## src/rtl/bcd_count_ctrl.sv

```systemverilog
// ---------------------------------------------------------------------------
// bcd_count_ctrl
//   Control and sequencing block for a 4-digit BCD counter datapath.
//   - Conditions three debounced button levels into single-cycle events
//     (2-FF synchronizer + registered rising-edge detector).
//   - A mode FSM (IDLE/RUN/PAUSE/HOLD) with a tick prescaler drives the
//     counter's enable, direction and clear strobes.
//   - A free-running scan counter time-shares the 4-digit display.
//
// Parameters:
//   TICK_DIV  clk cycles per count tick in RUN (min 2)
//   SCAN_DIV  clk cycles per display digit step (min 2)
//
// Ports:
//   clk      in   system clock, rising edge
//   rst      in   synchronous reset, active-high
//   btn_run  in   run/pause button level (async to clk)
//   btn_clr  in   clear button level (async to clk)
//   btn_dir  in   direction button level (async to clk)
//   at_max   in   counter value is 9999
//   at_min   in   counter value is 0000
//   cnt_en   out  one-cycle count strobe
//   cnt_up   out  count direction, 1 = up
//   cnt_clr  out  one-cycle clear strobe
//   state_o  out  mode: 00 IDLE, 01 RUN, 10 PAUSE, 11 HOLD
//   dig_sel  out  digit index currently displayed
//   an       out  anode enables, active-low one-hot
//
// Build option:
//   BCD_COUNT_CTRL_WRAP_EN  when defined, a tick at the count limit still
//                           issues cnt_en (counter wraps) and HOLD is never
//                           entered; otherwise the FSM stops in HOLD.
// ---------------------------------------------------------------------------
module bcd_count_ctrl #(
   parameter int unsigned TICK_DIV = 50000000,
   parameter int unsigned SCAN_DIV = 50000
) (
   input  logic       clk,
   input  logic       rst,
   input  logic       btn_run,
   input  logic       btn_clr,
   input  logic       btn_dir,
   input  logic       at_max,
   input  logic       at_min,
   output logic       cnt_en,
   output logic       cnt_up,
   output logic       cnt_clr,
   output logic [1:0] state_o,
   output logic [1:0] dig_sel,
   output logic [3:0] an
);

   localparam int unsigned PW = $clog2(TICK_DIV);
   localparam int unsigned SW = $clog2(SCAN_DIV);
   localparam logic [PW-1:0] PRESC_MAX = PW'(TICK_DIV - 1);
   localparam logic [SW-1:0] SCAN_MAX  = SW'(SCAN_DIV - 1);

   typedef enum logic [1:0] {
      StIdle  = 2'b00,
      StRun   = 2'b01,
      StPause = 2'b10,
      StHold  = 2'b11
   } state_e;

   // ------------------------------------------------------------------------
   // Input conditioning, bit order {dir, clr, run}
   // ------------------------------------------------------------------------
   logic [2:0] btn_vec;
   logic [2:0] sync1_q, sync2_q, prev_q, ev_q;

   assign btn_vec = {btn_dir, btn_clr, btn_run};

   always_ff @(posedge clk) begin
      if (rst) begin
         sync1_q <= '0;
         sync2_q <= '0;
         prev_q  <= '0;
         ev_q    <= '0;
      end else begin
         sync1_q <= btn_vec;
         sync2_q <= sync1_q;
         prev_q  <= sync2_q;
         // Registered edge: event appears 3 cycles after the button edge
         ev_q    <= sync2_q & ~prev_q;
      end
   end

   logic run_ev, clr_ev, dir_ev;
   assign run_ev = ev_q[0];
   assign clr_ev = ev_q[1];
   assign dir_ev = ev_q[2];

   // ------------------------------------------------------------------------
   // Mode FSM and prescaler
   // ------------------------------------------------------------------------
   state_e        state_q, state_d;
   logic [PW-1:0] presc_q, presc_d;
   logic          up_q, up_d;
   logic          en_q, en_d;
   logic          clr_q, clr_d;
   logic          tick;
   logic          limit;

   assign limit = (up_q & at_max) | (~up_q & at_min);

   always_ff @(posedge clk) begin
      if (rst) begin
         state_q <= StIdle;
         presc_q <= '0;
         up_q    <= 1'b1;
         en_q    <= 1'b0;
         clr_q   <= 1'b0;
      end else begin
         state_q <= state_d;
         presc_q <= presc_d;
         up_q    <= up_d;
         en_q    <= en_d;
         clr_q   <= clr_d;
      end
   end

   always_comb begin
      state_d = state_q;
      presc_d = presc_q;
      up_d    = up_q;
      en_d    = 1'b0;
      clr_d   = 1'b0;
      tick    = 1'b0;

      if (clr_ev) begin
         // Clear wins over everything else in the same cycle
         state_d = StIdle;
         presc_d = '0;
         up_d    = 1'b1;
         clr_d   = 1'b1;
      end else begin
         // Direction is judged against the pre-transition state
         if (dir_ev && (state_q == StIdle || state_q == StPause)) begin
            up_d = ~up_q;
         end

         unique case (state_q)
            StIdle: begin
               if (run_ev) begin
                  state_d = StRun;
                  presc_d = '0;
               end
            end
            StRun: begin
               tick    = (presc_q == PRESC_MAX);
               presc_d = tick ? '0 : presc_q + 1'b1;
               // Leaving RUN drops any coincident tick so cnt_en stays
               // confined to RUN
               if (run_ev) begin
                  state_d = StPause;
               end else if (tick) begin
`ifdef BCD_COUNT_CTRL_WRAP_EN
                  en_d = 1'b1;
`else
                  if (limit) begin
                     state_d = StHold;
                  end else begin
                     en_d = 1'b1;
                  end
`endif
               end
            end
            StPause: begin
               // Prescaler keeps its frozen value across the pause
               if (run_ev) begin
                  state_d = StRun;
               end
            end
            StHold: begin
               // Only a clear event leaves HOLD
            end
            default: begin
               state_d = StIdle;
            end
         endcase
      end
   end

   assign cnt_en  = en_q;
   assign cnt_up  = up_q;
   assign cnt_clr = clr_q;
   assign state_o = state_q;

   // ------------------------------------------------------------------------
   // Display scan, free-running in every mode
   // ------------------------------------------------------------------------
   logic [SW-1:0] scan_q;
   logic [1:0]    dig_q;

   always_ff @(posedge clk) begin
      if (rst) begin
         scan_q <= '0;
         dig_q  <= '0;
      end else if (scan_q == SCAN_MAX) begin
         scan_q <= '0;
         dig_q  <= dig_q + 2'd1;
      end else begin
         scan_q <= scan_q + 1'b1;
      end
   end

   assign dig_sel = dig_q;
   assign an      = ~(4'b0001 << dig_q);

endmodule

```

## config.mk

```make
export PLATFORM = sky130hd
export DESIGN_NAME = bcd_count_ctrl
export DESIGN_NICKNAME = d
export VERILOG_FILES = /design/src/rtl/bcd_count_ctrl.sv
export SDC_FILE = /design/constraint.sdc
export NUM_CORES = 1
export LEC_CHECK = 0
export BUFFER_PORTS_ARGS = -buffer_cell sky130_fd_sc_hd__buf_4
export CORE_UTILIZATION = 54
export DETAILED_ROUTE_END_ITERATION = 16
export HOLD_SLACK_MARGIN = 0.1
export PLACE_DENSITY_LB_ADDON = 0.15
export SLEW_MARGIN = 0
export SYNTH_ARGS = -nofsm -noshare
export SYNTH_HDL_FRONTEND = slang
export SYNTH_SLANG_ARGS = --single-unit
```

## constraint.sdc

```tcl
create_clock -name clk -period 2 [get_ports clk]
set_input_delay 0.1 -clock clk [delete_from_list [all_inputs] [get_ports clk]]
set_output_delay 0.1 -clock clk [all_outputs]
set_load 0.01 [all_outputs]
```

==> flow_summary_export.csv <==
group,metric,value,unit
run_status,status,"completed",
placement,post-place-cells,408,
critical_path,crit_arrival,2.16,ns
floorplanning,die_h,73.33,um
route,drtAntennaViolNets,0,
global_route,grt_start_max_net_pins,17,
timing,slew_headroom,0.6910,
layout,post-route-util,0.6995,
pwr,p_leak,0.001299,uW
clock_tree,cts_root_buf,"clkbuf_8",
floorplanning,initial_core_util,0.5704,
global_route,grt.total_usage,0.2171,
critical_path,startpoint_type,"register",
layout,drive_gt1_frac,0.1967,
timing,hold_viol,0,
critical_path,critPathKind,"reg2reg",
yosys,syn_inst,313,
timing,tns,0,ns
clock_tree,clockBufferDepth,2,
timing,max_freq,517.6,MHz
timing,period_needed,1.932,ns
yosys,synth_cell_types,47,
yosys,synth_area,2748,um2
timing,worst_slew_pin_slew,0.4599,ns
pwr,finalPower,2309,uW
timing,skew,0.007026,ns
floorplanning,die_w,73.33,um
route,wl_per_cell,12.40,um
global_route,grt_first_pass_wirelength,8.838,mm
layout,nets,374,
min_path,min_path_type,"in2reg",
critical_path,cp_max_fo,8,
pwr,vdd_drop_max,0.5472,mV
layout,fillCellCount,384,
timing,setup_viol,0,
timing,period_share,0.9660,
clock_tree,htree_levels,3,
clock_tree,cts.clk_slew.worst_paths,0.07,ns
layout,fin_cells,433,
timing,finalMaxSlewViolations,0,
clock_tree,numClockSinks,61,
floorplanning,placementRows,25,
layout,antenna_cells,0,
yosys,yosysSeqAreaShare,0.4444,
floorplanning,core_area,4817,um2
clock_tree,cts_tree,"done",
route,wirelength,5.369,mm
timing,fin_hold_ws,0.2657,ns
placement,portBuffers,17,
critical_path,setup.worst_path.end_class,"register",
route,dr.first_iter.drc_count,95,
global_route,antenna_found_initial,0,
placement,gp_congestion,0.7808,
floorplanning,dieArea,5377,um2
global_route,grt_overflow,0,
floorplanning,num_io_pins,18,
yosys,yosysWarnings,0,
critical_path,cp.required,2.23,ns
global_route,grt_pass1_vias,2025,
layout,syn_to_final_growth,22.63,%
yosys,syn_avg_cell_area,8.778,um2
route,drt-pass1-iter-count,4,
flow_run,maxCapViolCount,0,
yosys,ys_seq_elements,61,
yosys,syn_nets,326,
clock_tree,cts_made_buffers,9,
route,vias,2329,
placement,dpl.hpwl,3.653,mm
timing,grt_setup_unrepaired,"true",
clock_tree,clk_latency,0.34,ns
route,viasPerCell,5.379,
route,drc,0,
pwr,powerDensity,685.1,nW/um2
-- report_power, final --
part	internal [uW]	switching (uW)	leakage, uW	total (uW)
Sequential	1230	10.4	0.000495	1240
Clock	452	512	0.0000891	964
Combinational	51.9	52.1	0.000714	104
-- logic make-up after synthesis --
family          synth area share
compound gates            0.1225
fa+ha+maj                0.02732
buf+inv                  0.04417
simple gates              0.2892
xor+xnor                 0.05738
mux                      0.01503
flops                     0.4444
-- synth_stat cells, drive strengths merged --
cell type	n	area (um2)
o32ai	1	8.760
ha	6	75.07
and4bb	1	12.51
a31o	1	8.760
o211ai	1	7.510
buf	4	38.78
or3b	1	8.760
a32o	1	10.01
and4	4	35.03
a31oi	13	81.33
clkbuf	10	37.54
or4b	2	23.77
nand3	22	110.1
or2b	1	7.510
nor3	6	30.03
inv	12	45.04
and2	2	12.52
and3	11	68.82
nor2b	16	100.1
o21bai	1	7.510
o31ai	2	15.01
mux2	1	11.26
xnor2	12	105.1
nand2	25	93.84
a32oi	1	8.760
o21ai	7	35.03
dfxtp	61	1221
nor4	5	52.55
nor2	30	112.6
nand4b	1	8.760
xor2	6	52.55
a22oi	1	7.510
nand4	11	68.82
a41oi	2	17.52
a21oi	18	93.84
a21boi	2	15.01
nand2b	3	18.77
nand3b	4	30.03
mux2i	3	30.03
a221o	2	20.02
-- metrics by stage --
stage | worst slack [ns] | instance area (um2)
floorplan | 0.06719 | 2748
global placement | 0.1196 | 3070
detailed placement | 0.07252 | 3070
CTS | 0.06201 | 3337
global route | -0.02827 | 3369
finish | 0.06790 | 3369
-- state kept, by name (all words and copies together) (netlist names) --
register and cells:
cnt_up 1, cnt_en 1, presc_q 26, scan_q 16, prev_q 3, sync2_q 3
sync1_q 3, state_o 2, ev_q 3, cnt_clr 1, dig_sel 2
-- final timing paths --
kind / startpoint / to / slack, ns / depth (start not counted)
setup / recovery: presc_q[16] / presc_q[17] / 0.07 / 6
hold / removal: at_max / state_o[1] / 0.27 / 4
setup reg to reg: presc_q[16] / presc_q[17] / 0.07 / 6
hold reg to reg: prev_q[2] / ev_q[2] / 0.39 / 1
-- area by class of cell --
| type | count | area (um2) | area share |
|---|---|---|---|
| clock buffers | 9 | 123.9 | 0.03676 |
| clock inverters | 7 | 52.55 | 0.01560 |
| inverters | 12 | 45.04 | 0.01337 |
| multi-input cells | 226 | 1423 | 0.4222 |
| flip-flops and latches | 61 | 1225 | 0.3635 |
| well taps | 67 | 83.83 | 0.02488 |
| repair buffers | 51 | 416.7 | 0.1237 |
-- critical path: stages, from the launching register on --
cell and delay, ns:
dfxtp_2 0.32, or4b_4 0.54, nor4_4 0.27, a21oi_2 0.14
buf_6 0.15, and3_4 0.15, a221o_1 0.25
-- layout by cell type, fill, tap and decap left out, types with 2 or more instances in the layout --
master	count
a221o_1	2
nand2b_1	3
o31ai_1	2
clkbuf_8	9
nor2b_1	16
buf_4	39
buf_6	3
clkinv_2	2
o21ai_0	5
xor2_1	6
a21oi_1	16
nand2_1	25
mux2i_1	3
dfxtp_1	58
a31oi_1	13
clkinv_4	4
and3_1	9
xnor2_1	12
dfxtp_2	3
o21ai_1	2
ha_1	6
nor2_1	30
nor4_1	3
a41oi_1	2
and4_1	4
and3_4	2
nand3b_1	4
inv_1	12
or4b_4	2
dlygate4sd3_1	9
nand3_1	22
a21oi_2	2
nor3_1	6
nand4_1	11
-- what timing repair did --
item / 4_1_cts / 5_1_grt
buffers inserted: 0 / 0
endpoints found under the setup margin: 0 / 7
hold endpoints to repair: 15 / 0
hold buffers: 9 / 0
resized for setup: 0 / 11
-- layer usage --
layer | wire, um | part of all wire | vias to the layer above | track usage
li1 | - | - | 1211 | -
met5 | 0 | 0 | - | 0
met1 | 2593 | 0.48 | 1068 | 0.2747
met2 | 2508 | 0.47 | 42 | 0.3457
met3 | 169 | 0.031 | 8 | 0.04252
met4 | 98 | 0.018 | 0 | 0.1261
Power figures use the tool's default switching activity.
